===== config.mk =====
export PLATFORM = sky130hd
export DESIGN_NAME = mold_msg_sequencer_flat
export DESIGN_NICKNAME = d
export VERILOG_FILES = /design/src/rtl/mold_msg_sequencer_if.sv /design/src/rtl/mold_msg_sequencer.sv /design/src/flat_wrapper.sv
export SDC_FILE = /design/constraint.sdc
export NUM_CORES = 1
export LEC_CHECK = 0
export CAP_MARGIN = 10
export CORE_MARGIN = 4
export CORE_UTILIZATION = 30
export DETAILED_ROUTE_END_ITERATION = 16
export PLACE_DENSITY = 0.5
export SETUP_SLACK_MARGIN = 0.1
export SYNTH_ARGS = -nofsm -noshare
export SYNTH_HDL_FRONTEND = slang
export SYNTH_SLANG_ARGS = --single-unit

===== constraint.sdc =====
create_clock -name clk -period 7.1 [get_ports clk]
set_input_delay 1.065 -clock clk [delete_from_list [all_inputs] [get_ports clk]]
set_output_delay 1.065 -clock clk [all_outputs]
set_load 0.05 [all_outputs]

===== src/rtl/mold_msg_sequencer_if.sv =====
// Byte-stream input and decoded header/message outputs of the MoldUDP64 sequencer.
// slave is the sequencer's view, master is the upstream/downstream agent's view.
interface mold_msg_sequencer_if;
  logic        inValid;
  logic [7:0]  inData;
  logic        inSof;
  logic        inEof;
  logic        hdrValid;
  logic [79:0] sessId;
  logic [63:0] seqNum;
  logic [15:0] msgCnt;
  logic        msgValid;
  logic [7:0]  msgData;
  logic        msgSof;
  logic        msgEof;
  logic        msgAbort;
  logic        truncErr;
  logic        lenErr;
  logic        endSess;
  logic        gapErr;
  logic        dupDrop;

  modport master (
    output inValid, inData, inSof, inEof,
    input  hdrValid, sessId, seqNum, msgCnt, msgValid, msgData, msgSof, msgEof,
    input  msgAbort, truncErr, lenErr, endSess, gapErr, dupDrop
  );

  modport slave (
    input  inValid, inData, inSof, inEof,
    output hdrValid, sessId, seqNum, msgCnt, msgValid, msgData, msgSof, msgEof,
    output msgAbort, truncErr, lenErr, endSess, gapErr, dupDrop
  );
endinterface


===== src/rtl/mold_msg_sequencer.sv =====
// MoldUDP64 payload sequencer: header fields out, ITCH bodies framed; MOLD_SEQ_CHECK_EN adds seq gap/dup checks.
// All outputs registered, 1 cycle after each accepted byte; no backpressure, input gaps allowed.
module mold_msg_sequencer #(
  parameter int MAX_MSG_LEN = 50,
  parameter int CNT_W       = 16
) (
  input  logic                clk,
  input  logic                rst,
  mold_msg_sequencer_if.slave bus
);

  localparam logic [2:0] S_IDLE   = 3'd0;
  localparam logic [2:0] S_HDR    = 3'd1;
  localparam logic [2:0] S_LEN_HI = 3'd2;
  localparam logic [2:0] S_LEN_LO = 3'd3;
  localparam logic [2:0] S_BODY   = 3'd4;
  localparam logic [2:0] S_SKIP   = 3'd5;
  localparam logic [2:0] S_DRAIN  = 3'd6;

  localparam logic [CNT_W-1:0] CNT_SAT  = {CNT_W{1'b1}};
  localparam logic [CNT_W-1:0] ONE      = CNT_W'(1);
  localparam logic [CNT_W-1:0] HDR_LAST = CNT_W'(19);
  localparam logic [CNT_W-1:0] LEN_MAX  = CNT_W'(MAX_MSG_LEN);

  logic [2:0]       state_q, state_d, nxt_state;
  logic [CNT_W-1:0] byte_cnt_q, byte_cnt_d;
  logic [CNT_W-1:0] msgs_left_q, msgs_left_d;
  logic [CNT_W-1:0] len_q, len_d;
  logic [7:0]       len_hi_q, len_hi_d;
  logic [151:0]     hdr_buf_q, hdr_buf_d;
  logic [79:0]      sess_id_q, sess_id_d;
  logic [63:0]      seq_num_q, seq_num_d;
  logic [15:0]      msg_cnt_q, msg_cnt_d;
  logic             hdr_valid_q, hdr_valid_d;
  logic             msg_valid_q, msg_valid_d;
  logic [7:0]       msg_data_q, msg_data_d;
  logic             msg_sof_q, msg_sof_d;
  logic             msg_eof_q, msg_eof_d;
  logic             msg_abort_q, msg_abort_d;
  logic             trunc_err_q, trunc_err_d;
  logic             len_err_q, len_err_d;
  logic             end_sess_q, end_sess_d;
  logic             gap_err_q, gap_err_d;
  logic             dup_drop_q, dup_drop_d;

  logic [159:0]     hdr_full;
  logic [79:0]      new_sess;
  logic [63:0]      new_seq;
  logic [15:0]      new_cnt;
  logic [CNT_W-1:0] byte_inc, msgs_dec, len_full;
  logic             hdr_done, hdr_drop, hdr_gap, msg_last, msgs_done;

  always_comb begin
    // header as it stands once the byte now on the bus is appended
    hdr_full  = {hdr_buf_q, bus.inData};
    new_sess  = hdr_full[159:80];
    new_seq   = hdr_full[79:16];
    new_cnt   = hdr_full[15:0];
    byte_inc  = (byte_cnt_q == CNT_SAT) ? byte_cnt_q : byte_cnt_q + ONE;
    msgs_dec  = (msgs_left_q == '0) ? '0 : msgs_left_q - ONE;
    msgs_done = (msgs_dec == '0);
    len_full  = CNT_W'({len_hi_q, bus.inData});
    msg_last  = (byte_cnt_q == len_q - ONE);
    hdr_done  = bus.inValid && !bus.inSof && (state_q == S_HDR) && (byte_cnt_q == HDR_LAST);
  end

`ifdef MOLD_SEQ_CHECK_EN
  logic [63:0] exp_seq_q, exp_seq_d;
  logic        seq_init_q, seq_init_d;
  logic        seq_chk;

  always_comb begin
    seq_chk    = (new_cnt != 16'h0000) && (new_cnt != 16'hFFFF);
    hdr_drop   = seq_chk && seq_init_q && (new_seq < exp_seq_q);
    hdr_gap    = seq_chk && seq_init_q && (new_seq > exp_seq_q);
    exp_seq_d  = exp_seq_q;
    seq_init_d = seq_init_q;
    if (hdr_done && seq_chk && !hdr_drop) begin
      exp_seq_d  = new_seq + 64'(new_cnt);
      seq_init_d = 1'b1;
    end
  end

  always_ff @(posedge clk) begin
    if (rst) begin
      exp_seq_q  <= '0;
      seq_init_q <= 1'b0;
    end else begin
      exp_seq_q  <= exp_seq_d;
      seq_init_q <= seq_init_d;
    end
  end
`else
  assign hdr_drop = 1'b0;
  assign hdr_gap  = 1'b0;
`endif

  always_comb begin
    state_d     = state_q;
    nxt_state   = state_q;
    byte_cnt_d  = byte_cnt_q;
    msgs_left_d = msgs_left_q;
    len_d       = len_q;
    len_hi_d    = len_hi_q;
    hdr_buf_d   = hdr_buf_q;
    sess_id_d   = sess_id_q;
    seq_num_d   = seq_num_q;
    msg_cnt_d   = msg_cnt_q;
    hdr_valid_d = 1'b0;
    msg_valid_d = 1'b0;
    msg_data_d  = msg_data_q;
    msg_sof_d   = 1'b0;
    msg_eof_d   = 1'b0;
    msg_abort_d = 1'b0;
    trunc_err_d = 1'b0;
    len_err_d   = 1'b0;
    end_sess_d  = 1'b0;
    gap_err_d   = hdr_done && hdr_gap;
    dup_drop_d  = hdr_done && hdr_drop;

    if (bus.inValid) begin
      if (bus.inSof) begin
        // a restart abandons whatever datagram was still owed messages
        trunc_err_d = (state_q != S_IDLE) && (state_q != S_DRAIN);
        msg_abort_d = (state_q == S_BODY);
        hdr_buf_d   = {hdr_buf_q[143:0], bus.inData};
        byte_cnt_d  = ONE;
        if (bus.inEof) begin
          trunc_err_d = 1'b1;
          state_d     = S_IDLE;
        end else begin
          state_d = S_HDR;
        end
      end else begin
        case (state_q)
          S_HDR: begin
            hdr_buf_d  = {hdr_buf_q[143:0], bus.inData};
            byte_cnt_d = byte_inc;
            if (hdr_done) begin
              if (hdr_drop) begin
                nxt_state = S_DRAIN;
              end else begin
                hdr_valid_d = 1'b1;
                sess_id_d   = new_sess;
                seq_num_d   = new_seq;
                msg_cnt_d   = new_cnt;
                end_sess_d  = (new_cnt == 16'hFFFF);
                msgs_left_d = CNT_W'(new_cnt);
                nxt_state   = ((new_cnt == 16'h0000) || (new_cnt == 16'hFFFF)) ? S_DRAIN : S_LEN_HI;
              end
              state_d     = bus.inEof ? S_IDLE : nxt_state;
              trunc_err_d = bus.inEof && (nxt_state == S_LEN_HI);
            end else if (bus.inEof) begin
              trunc_err_d = 1'b1;
              state_d     = S_IDLE;
            end
          end
          S_LEN_HI: begin
            len_hi_d = bus.inData;
            if (bus.inEof) begin
              trunc_err_d = 1'b1;
              state_d     = S_IDLE;
            end else begin
              state_d = S_LEN_LO;
            end
          end
          S_LEN_LO: begin
            len_d      = len_full;
            byte_cnt_d = '0;
            if (len_full == '0) begin
              msgs_left_d = msgs_dec;
              nxt_state   = msgs_done ? S_DRAIN : S_LEN_HI;
            end else if (len_full > LEN_MAX) begin
              len_err_d = 1'b1;
              nxt_state = S_SKIP;
            end else begin
              nxt_state = S_BODY;
            end
            if (bus.inEof) begin
              state_d     = S_IDLE;
              trunc_err_d = !((len_full == '0) && msgs_done);
            end else begin
              state_d = nxt_state;
            end
          end
          S_BODY, S_SKIP: begin
            byte_cnt_d = byte_inc;
            if (state_q == S_BODY) begin
              msg_valid_d = 1'b1;
              msg_data_d  = bus.inData;
              msg_sof_d   = (byte_cnt_q == '0);
              msg_eof_d   = msg_last;
            end
            if (msg_last) begin
              msgs_left_d = msgs_dec;
              nxt_state   = msgs_done ? S_DRAIN : S_LEN_HI;
            end
            // ending on the last byte of the last message is the normal case
            if (bus.inEof) begin
              state_d     = S_IDLE;
              trunc_err_d = !(msg_last && msgs_done);
              msg_abort_d = (state_q == S_BODY) && !msg_last;
            end else begin
              state_d = nxt_state;
            end
          end
          S_DRAIN: begin
            if (bus.inEof) state_d = S_IDLE;
          end
          S_IDLE: begin
            state_d = S_IDLE;
          end
          default: begin
            state_d = S_IDLE;
          end
        endcase
      end
    end
  end

  always_ff @(posedge clk) begin
    if (rst) begin
      state_q     <= S_IDLE;
      byte_cnt_q  <= '0;
      msgs_left_q <= '0;
      len_q       <= '0;
      len_hi_q    <= '0;
      hdr_buf_q   <= '0;
      sess_id_q   <= '0;
      seq_num_q   <= '0;
      msg_cnt_q   <= '0;
      hdr_valid_q <= 1'b0;
      msg_valid_q <= 1'b0;
      msg_data_q  <= '0;
      msg_sof_q   <= 1'b0;
      msg_eof_q   <= 1'b0;
      msg_abort_q <= 1'b0;
      trunc_err_q <= 1'b0;
      len_err_q   <= 1'b0;
      end_sess_q  <= 1'b0;
      gap_err_q   <= 1'b0;
      dup_drop_q  <= 1'b0;
    end else begin
      state_q     <= state_d;
      byte_cnt_q  <= byte_cnt_d;
      msgs_left_q <= msgs_left_d;
      len_q       <= len_d;
      len_hi_q    <= len_hi_d;
      hdr_buf_q   <= hdr_buf_d;
      sess_id_q   <= sess_id_d;
      seq_num_q   <= seq_num_d;
      msg_cnt_q   <= msg_cnt_d;
      hdr_valid_q <= hdr_valid_d;
      msg_valid_q <= msg_valid_d;
      msg_data_q  <= msg_data_d;
      msg_sof_q   <= msg_sof_d;
      msg_eof_q   <= msg_eof_d;
      msg_abort_q <= msg_abort_d;
      trunc_err_q <= trunc_err_d;
      len_err_q   <= len_err_d;
      end_sess_q  <= end_sess_d;
      gap_err_q   <= gap_err_d;
      dup_drop_q  <= dup_drop_d;
    end
  end

  assign bus.hdrValid = hdr_valid_q;
  assign bus.sessId   = sess_id_q;
  assign bus.seqNum   = seq_num_q;
  assign bus.msgCnt   = msg_cnt_q;
  assign bus.msgValid = msg_valid_q;
  assign bus.msgData  = msg_data_q;
  assign bus.msgSof   = msg_sof_q;
  assign bus.msgEof   = msg_eof_q;
  assign bus.msgAbort = msg_abort_q;
  assign bus.truncErr = trunc_err_q;
  assign bus.lenErr   = len_err_q;
  assign bus.endSess  = end_sess_q;
  assign bus.gapErr   = gap_err_q;
  assign bus.dupDrop  = dup_drop_q;

endmodule


===== src/flat_wrapper.sv =====
// flat-port wrapper written by rule: the top's interface ports become plain ports
module mold_msg_sequencer_flat 
#(
  parameter int MAX_MSG_LEN = 50,
  parameter int CNT_W       = 16
)
  (clk, rst, bus_inValid, bus_inData, bus_inSof, bus_inEof, bus_hdrValid, bus_sessId, bus_seqNum, bus_msgCnt, bus_msgValid, bus_msgData, bus_msgSof, bus_msgEof, bus_msgAbort, bus_truncErr, bus_lenErr, bus_endSess, bus_gapErr, bus_dupDrop);
  mold_msg_sequencer_if bus_i ();
  input  logic clk;
  input  logic rst;
  input wire logic [$bits(bus_i.inValid)-1:0] bus_inValid;
  input wire logic [$bits(bus_i.inData)-1:0] bus_inData;
  input wire logic [$bits(bus_i.inSof)-1:0] bus_inSof;
  input wire logic [$bits(bus_i.inEof)-1:0] bus_inEof;
  output wire logic [$bits(bus_i.hdrValid)-1:0] bus_hdrValid;
  output wire logic [$bits(bus_i.sessId)-1:0] bus_sessId;
  output wire logic [$bits(bus_i.seqNum)-1:0] bus_seqNum;
  output wire logic [$bits(bus_i.msgCnt)-1:0] bus_msgCnt;
  output wire logic [$bits(bus_i.msgValid)-1:0] bus_msgValid;
  output wire logic [$bits(bus_i.msgData)-1:0] bus_msgData;
  output wire logic [$bits(bus_i.msgSof)-1:0] bus_msgSof;
  output wire logic [$bits(bus_i.msgEof)-1:0] bus_msgEof;
  output wire logic [$bits(bus_i.msgAbort)-1:0] bus_msgAbort;
  output wire logic [$bits(bus_i.truncErr)-1:0] bus_truncErr;
  output wire logic [$bits(bus_i.lenErr)-1:0] bus_lenErr;
  output wire logic [$bits(bus_i.endSess)-1:0] bus_endSess;
  output wire logic [$bits(bus_i.gapErr)-1:0] bus_gapErr;
  output wire logic [$bits(bus_i.dupDrop)-1:0] bus_dupDrop;
  assign bus_i.inValid = bus_inValid;
  assign bus_i.inData = bus_inData;
  assign bus_i.inSof = bus_inSof;
  assign bus_i.inEof = bus_inEof;
  assign bus_hdrValid = bus_i.hdrValid;
  assign bus_sessId = bus_i.sessId;
  assign bus_seqNum = bus_i.seqNum;
  assign bus_msgCnt = bus_i.msgCnt;
  assign bus_msgValid = bus_i.msgValid;
  assign bus_msgData = bus_i.msgData;
  assign bus_msgSof = bus_i.msgSof;
  assign bus_msgEof = bus_i.msgEof;
  assign bus_msgAbort = bus_i.msgAbort;
  assign bus_truncErr = bus_i.truncErr;
  assign bus_lenErr = bus_i.lenErr;
  assign bus_endSess = bus_i.endSess;
  assign bus_gapErr = bus_i.gapErr;
  assign bus_dupDrop = bus_i.dupDrop;
  mold_msg_sequencer #(.MAX_MSG_LEN(MAX_MSG_LEN), .CNT_W(CNT_W)) u_core (.clk(clk), .rst(rst), .bus(bus_i));
endmodule

==> results.txt, run 1 <==
----------------------------------------------------
[CTS]
  Number of gates resized after cts ... 0
  Clock Pin Slew Worst Setup and Hold Paths ... 60 ps
  Clock latency reported for the late side of the worst-skew pair ... 560 ps
  CTS tree ... yes
  Hold_buf cts ... 0
  Clock sink count ... 387
  H-tree depth reported by CTS ... 2
  CTS Root Buffer Type ... sky130_fd_sc_hd__clkbuf_16
  Num CTS Buffers ... 44
  Post-CTS setup buffer count ... 0
  Clock Tree Buf Depth ... 3

[Cells and area]
  Sequential cell area in the final layout ... 0.00775 mm^2
  Ratio of cells with drive above 1 in the final layout ... 4.80%
  Count of inserted antenna diode cells ... 0
  Total number of nets in the final design ... 2113
  Area of the multi-input gates ... 0.00698 mm^2
  Area overhead of the layout relative to synthesis ... 24.2%
  Final cell count without fillers ... about 2800
  Filler Cells Inserted ... 5272

[Run status]
  Status ... finished, final reports clean

[Critical path]
  Number of buffers and inverters on the critical path ... 1
  Worst path max stage delay ... 830 ps
  CP delay by family, top ... simple AND/OR/NAND/NOR gates
  Critical path peak fanout ... 71
  Worst setup SP type ... input port
  Required time at the endpoint of the critical path ... between 7000 and 8000 ps
  Critical Path End Type ... flop
  Cell chain of the critical path ... clkdlybuf4s50_1, nand2b_1, nor4_1, and2_4, o21ai_0, o32a_1, mux2_4
  Library cell contributing the largest single delay on the critical path ... sky130_fd_sc_hd__and2_4
  Type of the worst setup path ... input port to flop
  Signal arrival time at the worst endpoint ... slightly below 5000 ps

[Power and ir drop]
  Comb power frac ... 2.8%
  Switch share ... 22.6%
  Largest vdd supply drop ... 0.176 mV
  Seq pwr share ... between 40% and 50%
  Total net switching power ... 1.04 mW
  P_int ... 3.57 mW
  Clock group share of total power ... 49.8%
  Static power due to leakage ... 6.25 nW
  Power Density ... 241 mW/mm^2

[STA]
  Max-slew violations ... 0
  Number of endpoints failing setup at the final stage ... 0
  Transition time at the pin with the least slew margin ... ~1100 ps
  Tmin final ... roughly 4500 ps
  Fraction of the cycle the final worst path needs ... 62.8%
  Max_slew headroom ... 27.6%
  Clock Skews ... 10.8 ps
  Top achievable clock speed ... 224 MHz
  Number of hold violations in the final report ... 0
  Final hold slack ... 449 ps
  Unrepaired setup endpoints after global routing ... false
  Total Neg Setup Slack ... 0 ps

[Logic synthesis]
  Top flip-flop cell by instance count after synthesis ... sky130_fd_sc_hd__dfxtp_1
  Synthesized netlist cell count ... 2003
  Seq cells post-synth ... 387
  Syn. warnings ... 0
  Compound-gate portion of the synthesized area ... 16.3%
  Post-synthesis xor/xnor area fraction ... under 10%
  Post-synthesis share of cell area spent on full adders, half adders and majority gates ... 0.326%
  Simple-gate area share of the yosys netlist ... between 20% and 30%
  Avg Cell Area, Syn ... 7.67 um^2
  Largest family of logic cells by synthesized area ... simple AND/OR/NAND/NOR gates
  Share of synthesized area spent on multiplexers ... between 2 and 2.5%
  Number of flops mapped to enable cells by yosys ... 0
  Unique cell type count in the Yosys netlist ... between 60 and 70
  Sequential element share of the synthesized area ... between 50% and 60%
  Post-synth design cell area ... about 0.015 mm^2
  Fraction of synthesis flops using an asynchronous set or reset pin ... 0%

[Global routing]
  Via count of the first global-routing pass ... 13000
  Antenna violations before repair ... 0
  GR Util All Layers ... 16.4%
  Maximum number of pins on one net before global-route repair ... 153
  Total congestion overflow ... 0
  Global-route wire length before repair ... 73100 um

[Run]
  Max Cap Viol ... 0

[Placed design]
  Final Wtd Congestion ... roughly 0.84
  DP HPWL ... 29500 um
  Port Buffers ... 188
  Number of instances in the placed design ... between 2000 and 3000

[Drt]
  Number of optimization iterations in the first detailed-route pass ... 5
  Sum of routed wire length over all layers ... roughly 47000 um
  Vias per Instance ... about 4.9
  Detailed Route Iter0 Violations ... between 1000 and 1500
  Routed len/inst ... 16.7 um
  Via count ... ~14000
  Number of routed nets with antenna violations ... 0
  DR DRC count ... 0

[Min path]
  HP Class ... flop to flop

[Die]
  Row cnt ... 82
  Number of I/O pins ... about 190
  Placeable core area ... 0.0504 mm^2
  Starting Density ... 30.5%
  Height of the die ... 234 um
  Area of the die ... 0.0549 mm^2
  Horizontal extent of the die ... 234 um

----------------------------------------------------
[path summary, 6_finish.rpt]
path | from | endpoint | slack (ps) | cells after the start
max | bus_inSof | u_core.msgs_left_q[10]$_SDFFE_PP0P_ | 2640 | 7
min | u_core.bus.sessId[14]$_SDFFE_PP0P_ | u_core.bus.sessId[14]$_SDFFE_PP0P_ | 450 | 2
max reg2reg | u_core.state_q[0]$_SDFFE_PP0P_ | u_core.msgs_left_q[10]$_SDFFE_PP0P_ | 3130 | 6
min reg2reg | u_core.bus.sessId[14]$_SDFFE_PP0P_ | u_core.bus.sessId[14]$_SDFFE_PP0P_ | 450 | 2
[cell families (layout without fill, tap and decap cells)]
group                      after synthesis  after routing
buffers and inverters                  172            292
muxes                                   31             31
and+or+nand+nor                        932            932
adders and majority gates                4              4
xor gates and xnor gates                19             19
DFF                                    387            387
AOI/OAI and AO/OA                      457            457
other                                    1              2
[through the flow]
step | util (%) | power (mW) | setup slack (ps) | cell area (um^2)
floorplan | - | 2.32 | 3910 | 15400
global placement | 35.0 | 2.36 | 2190 | 17600
detailed placement | 35.0 | 2.36 | 2090 | 17600
CTS | 37.9 | 4.68 | 2700 | 19100
global route | 37.9 | 4.78 | 2400 | 19100
finish | 37.9 | 4.61 | 2640 | 19100
[layer usage]
layer  track usage (%)  vias to the layer above  share of wire [%]
met1              23.3                     6486                 48
met2              25.2                      311                 45
li1                  -                     6867                  -
met3              3.47                       58                5.5
met4              4.82                        0                1.9
met5                 0                        -                  0
[worst register-to-register path: stages (launching register included)]
cell and delay, ps:
sky130_fd_sc_hd__dfxtp_1 630, sky130_fd_sc_hd__clkinv_1 410, sky130_fd_sc_hd__nor4_1 790, sky130_fd_sc_hd__and2_4 830
sky130_fd_sc_hd__o21ai_0 250, sky130_fd_sc_hd__o32a_1 530, sky130_fd_sc_hd__mux2_4 420
[registers in the layout (all words and copies together) (netlist names), 3 cells and up]
| register | flops |
|---|---|
| u_core.bus.msgData | 8 |
| u_core.bus.msgCnt | 16 |
| u_core.msgs_left_q | 16 |
| u_core.hdr_buf_q | 152 |
| u_core.bus.sessId | 80 |
| u_core.bus.seqNum | 64 |
| u_core.byte_cnt_q | 16 |
| u_core.len_hi_q | 8 |
| u_core.state_q | 3 |
| u_core.len_q | 16 |
[cell type report]
cell class / count / share of cell area [%]
multi-input cells: 1445 / 36.5
clock inverters: 16 / 1.19
flip-flops and latches: 387 / 40.6
clock buffers: 58 / 6.46
well taps: 672 / 4.40
inverters: 16 / 0.315
repair buffers: 202 / 10.5
[cells in the final DEF, fill, tap and decap left out, drive strengths merged, types with 17 or more instances in the layout]
cell type,n
a21oi,360
clkbuf,58
clkdlybuf4s50,187
dfxtp,387
inv,17
mux2i,20
nand2,725
nand3,21
nor2,57
nor3,24
o21ai,25
[power by group through the flow]
stage | clock, mW | sequential, mW | combinational (mW)
finish | 2.29 | 2.18 | 0.130
global route | 2.45 | 2.18 | 0.142
CTS | 2.36 | 2.18 | 0.131
detailed placement | 0 | 2.23 | 0.131
global placement | 0 | 2.23 | 0.130
floorplan | 0 | 2.23 | 0.0890
[cells in the mapped netlist (all sizes together), types with 4 or more instances]
library cell	instances	area, um^2
and4	4	35.0
xor2	7	61.3
clkbuf	149	561
nand4b	4	35.0
a22oi	9	67.6
ha	4	50.1
dfxtp	387	7750
nor2	57	214
nor3b	4	30.0
o31ai	10	75.1
nand2b	5	31.3
and3	9	56.3
nand4	14	87.6
or3	15	93.8
nand2	725	2720
buf	7	56.3
a31oi	8	50.1
nor2b	12	75.1
o21ai	25	125
mux2	11	131
xnor2	12	105
nand3b	7	52.6
nor4	15	93.8
mux2i	20	200
nand3	21	105
inv	15	56.3
o211ai	13	97.6
o311ai	5	43.8
a21oi	360	1800
nor3	24	125
No activity file was read; power rests on OpenSTA's default activity.
==> inputs of run 2 (changes only) <==
--- a/config.mk
+++ b/config.mk
@@ -9,7 +9,7 @@
 export CORE_MARGIN = 4
 export CORE_UTILIZATION = 30
 export DETAILED_ROUTE_END_ITERATION = 16
-export PLACE_DENSITY = 0.5
+export PLACE_DENSITY = 0.52
 export SETUP_SLACK_MARGIN = 0.1
 export SYNTH_ARGS = -nofsm -noshare
 export SYNTH_HDL_FRONTEND = slang
==> constraint.sdc (replaced) <==
create_clock -name clk -period 3.7 [get_ports clk]
set_input_delay 0.555 -clock clk [delete_from_list [all_inputs] [get_ports clk]]
set_output_delay 0.555 -clock clk [all_outputs]
set_load 0.05 [all_outputs]
==> results.txt, run 2 (synthesis gave the netlist of run 1 again) <==
----------------------------------------------------
[Run status]
  Status ... finished, final reports clean (unchanged)

[CTS]
  Post-CTS setup buffer count ... 0 (unchanged)
  Number of gates resized after cts ... 0 (unchanged)
  Clock sink count ... 387 (unchanged)
  Clock Tree Buf Depth ... 3 (unchanged)
  Num CTS Buffers ... 44 (unchanged)
  Clock Pin Slew Worst Setup and Hold Paths ... 60 ps (about the same)
  H-tree depth reported by CTS ... 2 (unchanged)
  Clock latency reported for the late side of the worst-skew pair ... 560 ps (about the same)
  CTS Root Buffer Type ... sky130_fd_sc_hd__clkbuf_16 (unchanged)
  CTS tree ... yes (unchanged)
  Hold_buf cts ... 0 (unchanged)

[Cells and area]
  Count of inserted antenna diode cells ... 0 (unchanged)
  Filler Cells Inserted ... 5263 (was 5272)
  Max FFs per register ... 152 (unchanged)
  Most common cell after layout, fill and taps aside ... sky130_fd_sc_hd__nand2_1 (unchanged)
  Post-layout utilization of the core ... 38.5% (was 37.9%)
  Finished Cell Area ... 0.0194 mm^2 (was 0.0191 mm^2)
  Top register by number of flip-flops ... u_core.hdr_buf_q (unchanged)
  Total number of nets in the final design ... 2139 (was 2113)
  Commonest non-fill, non-tap cells in the layout ... sky130_fd_sc_hd__nand2_1 (724), sky130_fd_sc_hd__dfxtp_1 (387), sky130_fd_sc_hd__a21oi_1 (360) (unchanged)
  Sequential cell area in the final layout ... 0.00775 mm^2 (unchanged)
  Ratio of cells with drive above 1 in the final layout ... 5.93% (was 4.80%)
  Area overhead of the layout relative to synthesis ... 26.1% (was 24.2%)
  Area of the multi-input gates ... 0.00698 mm^2 (unchanged)

[Placed design]
  Port Buffers ... 188 (unchanged)
  DP HPWL ... 31200 um (was 29500 um)
  Area of placed instances ... 0.0179 mm^2 (was 0.0176 mm^2)
  Final Wtd Congestion ... 0.868 (was 0.842)

[Power and ir drop]
  Total net switching power ... 1.99 mW (was 1.04 mW)
  Switch share ... 22.7% (was 22.6%)
  Clock group share of total power ... 49.1% (was 49.8%)
  P_int ... 6.80 mW (was 3.57 mW)
  Static power due to leakage ... 6.42 nW (was 6.25 nW)
  Seq pwr share ... 47.7% (was 47.4%)
  Power, Total ... 8.79 mW (was 4.61 mW)
  Power Density ... 453 mW/mm^2 (was 241 mW/mm^2)
  Comb power frac ... 3.2% (was 2.8%)
  Largest vdd supply drop ... 0.317 mV (was 0.176 mV)

[Critical path]
  Type of the worst setup path ... flop to flop (was input port to flop)
  Signal arrival time at the worst endpoint ... 3580 ps (was 4910 ps)
  Critical Path End Type ... flop (unchanged)
  Required time at the endpoint of the critical path ... 4140 ps (was 7550 ps)
  Worst setup SP type ... flop (was input port)
  Path depth of the worst reg2reg path ... 8 (was 6)
  RR Endpoint ... u_core.msgs_left_q[10]$_SDFFE_PP0P_ (unchanged)
  Slack of the worst reg-to-reg path ... 560 ps (was 3130 ps)
  Reg2reg start ... u_core.len_q[3]$_SDFFE_PP0P_ (was u_core.state_q[0]$_SDFFE_PP0P_)
  Critical path peak fanout ... 16 (was 71)

[Drt]
  Detailed Route Iter0 Violations ... 1049 (was 1130)
  DR DRC count ... 0 (unchanged)
  Routed len/inst ... 16.8 um (was 16.7 um)
  Via count ... 13800 (was 13700)
  Sum of routed wire length over all layers ... 47600 um (was 46700 um)
  Number of optimization iterations in the first detailed-route pass ... 5 (unchanged)
  Vias per Instance ... 4.89 (was 4.91)
  Number of routed nets with antenna violations ... 0 (unchanged)

[Min path]
  Hold Crit Endpoint ... u_core.bus.sessId[42]$_SDFFE_PP0P_ (was u_core.bus.sessId[14]$_SDFFE_PP0P_)
  Beginning of the worst hold path ... u_core.bus.sessId[42]$_SDFFE_PP0P_ (was u_core.bus.sessId[14]$_SDFFE_PP0P_)
  HP Class ... flop to flop (unchanged)
  Cells on Worst Hold Path ... 2 (unchanged)

[Global routing]
  Met2 demand-to-capacity share in global routing ... 25.5% (was 25.2%)
  Antenna violations before repair ... 2 (was 0)
  Maximum number of pins on one net before global-route repair ... 111 (was 153)
  Global routing usage on met1 ... 23.6% (was 23.3%)
  Global-route wire length before repair ... 74300 um (was 73100 um)
  Total congestion overflow ... 0 (unchanged)
  Global routing usage on met3 ... 4.14% (was 3.47%)
  GRT busiest layer ... met2 (unchanged)
  Via count of the first global-routing pass ... 13100 (was 13000)
  GR Util All Layers ... 16.8% (was 16.4%)

[STA]
  Transition time at the pin with the least slew margin ... 940 ps (was 1090 ps)
  Clock Skews ... 13.8 ps (was 10.8 ps)
  Max-slew violations ... 0 (unchanged)
  Number of hold violations in the final report ... 0 (unchanged)
  Number of endpoints failing setup at the final stage ... 0 (unchanged)
  Fraction of the cycle the final worst path needs ... 84.9%
  Unrepaired setup endpoints after global routing ... false (unchanged)
  Final hold slack ... 450 ps (was 449 ps)
  Total Neg Setup Slack ... 0 ps (unchanged)
  Max_slew headroom ... 37.0% (was 27.6%)
  Tmin final ... approximately 3100 ps
  Top achievable clock speed ... around 320 MHz

[Run]
  Max Cap Viol ... 0 (unchanged)

[Die]
  Starting Density ... 30.5% (unchanged)
  Number of I/O pins ... 191 (unchanged)
  Height of the die ... 234 um (unchanged)
  Placeable core area ... 0.0504 mm^2 (unchanged)
  Row cnt ... 82 (unchanged)
  Horizontal extent of the die ... 234 um (unchanged)
  Area of the die ... 0.0549 mm^2 (unchanged)

----------------------------------------------------
-- run 2: changes by cell type in the layout (fill, tap and decap cells not counted), moves of 2 or more --
cell                         delta
sky130_fd_sc_hd__buf_4         +17
sky130_fd_sc_hd__clkbuf_8       +5
sky130_fd_sc_hd__clkinv_4       -2
sky130_fd_sc_hd__clkbuf_1       +7
sky130_fd_sc_hd__bufinv_16      -4
sky130_fd_sc_hd__clkbuf_16      +2
sky130_fd_sc_hd__clkinvlp_4     -2
sky130_fd_sc_hd__buf_12         +9
-- run 2: layout make-up --
type,instances,area share (%)
timing repair buffer,228,11.9
clock buffer,72,7.11
inverter,16,0.310
multi-input combinational,1445,36.0
clock inverter,9,0.355
sequential,387,40.0
tap,672,4.34
-- run 2: power groups by stage --
stage	clock network, mW	logic, mW	registers (mW)
after global placement	0	0.278	4.29
final	4.32	0.277	4.20
after global routing	4.64	0.302	4.19
after detailed placement	0	0.280	4.29
after floorplan	0	0.171	4.28
after CTS	4.46	0.281	4.20
-- run 2: critical path: stages, from the launching register on --
cell	delay, ps
sky130_fd_sc_hd__dfxtp_1	390
sky130_fd_sc_hd__or4_4	580
sky130_fd_sc_hd__or3_1	380
sky130_fd_sc_hd__a21oi_1	190
sky130_fd_sc_hd__nand4_1	140
sky130_fd_sc_hd__a2111o_1	450
sky130_fd_sc_hd__o32a_1	330
sky130_fd_sc_hd__buf_4	220
sky130_fd_sc_hd__mux2_4	310
-- run 2: how the worst max path moves through the flow --
stage                                 start                                   to  slack [ps]  cells past startpoint
6_report       u_core.len_q[3]$_SDFFE_PP0P_  u_core.msgs_left_q[10]$_SDFFE_PP0P_         560                      8
5_1_grt        u_core.len_q[0]$_SDFFE_PP0P_  u_core.msgs_left_q[10]$_SDFFE_PP0P_         410                     10
4_1_cts        u_core.len_q[3]$_SDFFE_PP0P_  u_core.msgs_left_q[10]$_SDFFE_PP0P_         570                      8
3_5_place_dp   u_core.len_q[3]$_SDFFE_PP0P_   u_core.msgs_left_q[9]$_SDFFE_PP0P_         560                      8
3_3_place_gp   u_core.len_q[3]$_SDFFE_PP0P_  u_core.msgs_left_q[10]$_SDFFE_PP0P_         590                      8
2_1_floorplan  u_core.len_q[3]$_SDFFE_PP0P_  u_core.msgs_left_q[10]$_SDFFE_PP0P_         750                     10
-- run 2: through the flow --
stage | cells | setup WS (ps)
global route | 2829 | 408
global placement | 2748 | 592
detailed placement | 2748 | 559
finish | 2829 | 558
CTS | 2829 | 566
floorplan | 2004 | 750
-- run 2: metal layers --
layer	up-vias	share of wire, %
li1	6918	-
met1	6549	48
met2	285	43
met3	79	5.7
met4	4	2.7
met5	-	0.046
==> inputs of run 3 (changes only) <==
==> constraint.sdc (replaced) <==
create_clock -name clk -period 2.65 [get_ports clk]
set_input_delay 0.3975 -clock clk [delete_from_list [all_inputs] [get_ports clk]]
set_output_delay 0.3975 -clock clk [all_outputs]
set_load 0.05 [all_outputs]
==> results.txt, run 3 (synthesis gave the netlist of run 1 again) <==
----------------------------------------------------
[CTS]
  Clock Pin Slew Worst Setup and Hold Paths ... 60 ps (about the same)
  CTS Root Buffer Type ... sky130_fd_sc_hd__clkbuf_16 (unchanged)
  Clock Tree Buf Depth ... 3 (unchanged)
  Clock sink count ... 387 (unchanged)
  H-tree depth reported by CTS ... 2 (unchanged)
  CTS tree ... yes (unchanged)
  Clock latency reported for the late side of the worst-skew pair ... 560 ps (about the same)
  Num CTS Buffers ... 45 (was 44)
  Hold_buf cts ... 0 (unchanged)

[Placed design]
  Port Buffers ... 188 (unchanged)
  Number of instances in the placed design ... 2811 (was 2748)
  DP HPWL ... 32200 um (was 31200 um)
  Final Wtd Congestion ... 0.871 (was 0.868)

[Die]
  Height of the die ... 234 um (unchanged)
  Horizontal extent of the die ... 234 um (unchanged)
  Number of I/O pins ... 191 (unchanged)
  Row cnt ... 82 (unchanged)
  Starting Density ... 30.5% (unchanged)
  Area of the die ... 0.0549 mm^2 (unchanged)
  Placeable core area ... 0.0504 mm^2 (unchanged)

[Critical path]
  Required time at the endpoint of the critical path ... 3100 ps (was 4140 ps)
  Critical path peak fanout ... 5 (was 16)
  Worst path max stage delay ... 530 ps (was 580 ps)
  Number of buffers and inverters on the critical path ... 1 (unchanged)
  Type of the worst setup path ... flop to flop (unchanged)
  CP delay by family, top ... simple AND/OR/NAND/NOR gates (unchanged)
  Critical Path End Type ... flop (unchanged)
  Library cell contributing the largest single delay on the critical path ... sky130_fd_sc_hd__or4_4 (unchanged)
  Signal arrival time at the worst endpoint ... 3310 ps (was 3580 ps)
  Cell chain of the critical path ... or4_4, or3_4, a21oi_2, nand4_1, a2111o_1, o32a_1, buf_6, mux2_4 (was or4_4, or3_1, a21oi_1, nand4_1, a2111o_1, o32a_1, buf_4, mux2_4)
  Worst setup SP type ... flop (unchanged)

[Run]
  Max Cap Viol ... 0 (unchanged)

[Drt]
  Number of routed nets with antenna violations ... 0 (unchanged)
  DR DRC count ... 0 (unchanged)
  Detailed Route Iter0 Violations ... 1229 (was 1049)
  Via count ... 14200 (was 13800)
  Highest metal layer with signal wires ... met5 (unchanged)
  Routed wl met3 ... 2890 um (was 2700 um)
  Vias per Instance ... 4.90 (was 4.89)
  Sum of routed wire length over all layers ... 48100 um (was 47600 um)
  Wl on met1 ... 22600 um (was 23000 um)
  Sum of met2 wire segment lengths after detailed routing ... 21400 um (was 20600 um)
  Routed len/inst ... 16.6 um (was 16.8 um)
  Number of optimization iterations in the first detailed-route pass ... 7 (was 5)

[STA]
  Clock Skews ... 13.6 ps (was 13.8 ps)
  Number of endpoints failing setup at the final stage ... 18 (was 0)
  Fraction of the cycle the final worst path needs ... 108% (was 84.9%)
  Tmin final ... 2860 ps (was 3140 ps)
  Unrepaired setup endpoints after global routing ... true (was false)
  Transition time at the pin with the least slew margin ... 686 ps (was 940 ps)
  Max-slew violations ... 0 (unchanged)
  Final WS setup ... -207 ps (was 558 ps)
  Number of hold violations in the final report ... 0 (unchanged)
  Max_slew headroom ... 54.3% (was 37.0%)
  Top achievable clock speed ... 350 MHz (was 318 MHz)
  Final hold slack ... 249 ps (was 450 ps)

[Power and ir drop]
  P_int ... 9.63 mW (was 6.80 mW)
  Switch share ... 22.4% (was 22.7%)
  Largest vdd supply drop ... 0.348 mV (was 0.317 mV)
  Static power due to leakage ... 6.80 nW (was 6.42 nW)
  Total net switching power ... 2.77 mW (was 1.99 mW)
  Clock group share of total power ... 49.5% (was 49.1%)
  Comb power frac ... 3.3% (was 3.2%)
  Seq pwr share ... 47.2% (was 47.7%)
  Power Density ... 620 mW/mm^2 (was 453 mW/mm^2)

[Cells and area]
  Sequential cell area in the final layout ... 0.00776 mm^2 (was 0.00775 mm^2)
  Most common cell after layout, fill and taps aside ... sky130_fd_sc_hd__nand2_1 (unchanged)
  Filler Cells Inserted ... 5153 (was 5263)
  Count of inserted antenna diode cells ... 0 (unchanged)
  Final cell count without fillers ... 2892 (was 2829)
  Area of the multi-input gates ... 0.00704 mm^2 (was 0.00698 mm^2)
  Total number of nets in the final design ... 2205 (was 2139)
  Max FFs per register ... 152 (unchanged)
  Ratio of cells with drive above 1 in the final layout ... 9.41% (was 5.93%)
  Commonest non-fill, non-tap cells in the layout ... sky130_fd_sc_hd__nand2_1 (724), sky130_fd_sc_hd__dfxtp_1 (380), sky130_fd_sc_hd__a21oi_1 (359) (was sky130_fd_sc_hd__nand2_1 (724), sky130_fd_sc_hd__dfxtp_1 (387), sky130_fd_sc_hd__a21oi_1 (360))
  Top register by number of flip-flops ... u_core.hdr_buf_q (unchanged)
  Area overhead of the layout relative to synthesis ... 30.3% (was 26.1%)

[Global routing]
  Antenna violations before repair ... 1 (was 2)
  Via count of the first global-routing pass ... 13600 (was 13100)
  Total congestion overflow ... 0 (unchanged)
  Global-route wire length before repair ... 75700 um (was 74300 um)
  GR Util All Layers ... 17.1% (was 16.8%)
  Maximum number of pins on one net before global-route repair ... 155 (was 111)

[Run status]
  Violations in the final reports ... negative setup slack
  Status ... complete, but fails checks (was finished, final reports clean)

[Min path]
  HP Class ... input port to flop (was flop to flop)

----------------------------------------------------
[run 3: cell types whose count changed in the layout (fill, tap and decap cells not counted), sizes merged]
cell | before | now
bufinv | 0 | 2
inv | 17 | 15
buf | 41 | 106
clkbuf | 72 | 70
[run 3: per-stage QoR]
step	setup TNS [ps]	util (%)	cell area [um^2]	total power, mW	setup WS (ps)
2_1_floorplan	-2400	-	15400	6.21	-298
3_3_place_gp	-3300	36.6	18400	6.39	-236
3_5_place_dp	-3870	36.6	18400	6.39	-266
4_1_cts	-2510	39.6	20000	12.6	-194
5_1_grt	-4490	39.7	20000	12.9	-288
6_report	-2730	39.7	20000	12.4	-207
[run 3: repair_timing]
item,CTS,global route
hold endpoints to repair,0,0
buffers inserted,2,0
gates resized for setup,12,14
pin swaps,0,1
endpoints found under the setup margin,21,36
[run 3: power groups by stage]
stage                     clock network [mW]  logic [mW]  registers [mW]
after global placement                     0       0.409            5.98
final                                   6.14       0.407            5.85
after floorplan                            0       0.238            5.97
after CTS                               6.35       0.412            5.85
after detailed placement                   0       0.411            5.98
after global routing                    6.56       0.445            5.85
[run 3: path summary, 6_finish.rpt]
path	slack [ps]	endpoint	from	cells after the start
worst max-delay path	-210	u_core.msgs_left_q[10]$_SDFFE_PP0P_	u_core.len_q[3]$_SDFFE_PP0P_	8
worst min-delay path	250	u_core.len_hi_q[6]$_SDFFE_PP0P_	rst	2
worst max register to register	-210	u_core.msgs_left_q[10]$_SDFFE_PP0P_	u_core.len_q[3]$_SDFFE_PP0P_	8
worst min register to register	450	u_core.bus.sessId[46]$_SDFFE_PP0P_	u_core.bus.sessId[46]$_SDFFE_PP0P_	2
[run 3: layout make-up]
class | count | area share [%]
multi-input combinational | 1445 | 35.2
clock inverter | 9 | 0.563
timing repair buffer | 293 | 14.3
tap | 672 | 4.20
sequential | 387 | 38.7
inverter | 16 | 0.300
clock buffer | 70 | 6.75
[run 3: metal layers]
metal	up-vias	GRT usage, %
li1	7064	-
met1	6697	23.9
met2	333	26.1
met3	74	4.12
met4	2	5.74
met5	-	0
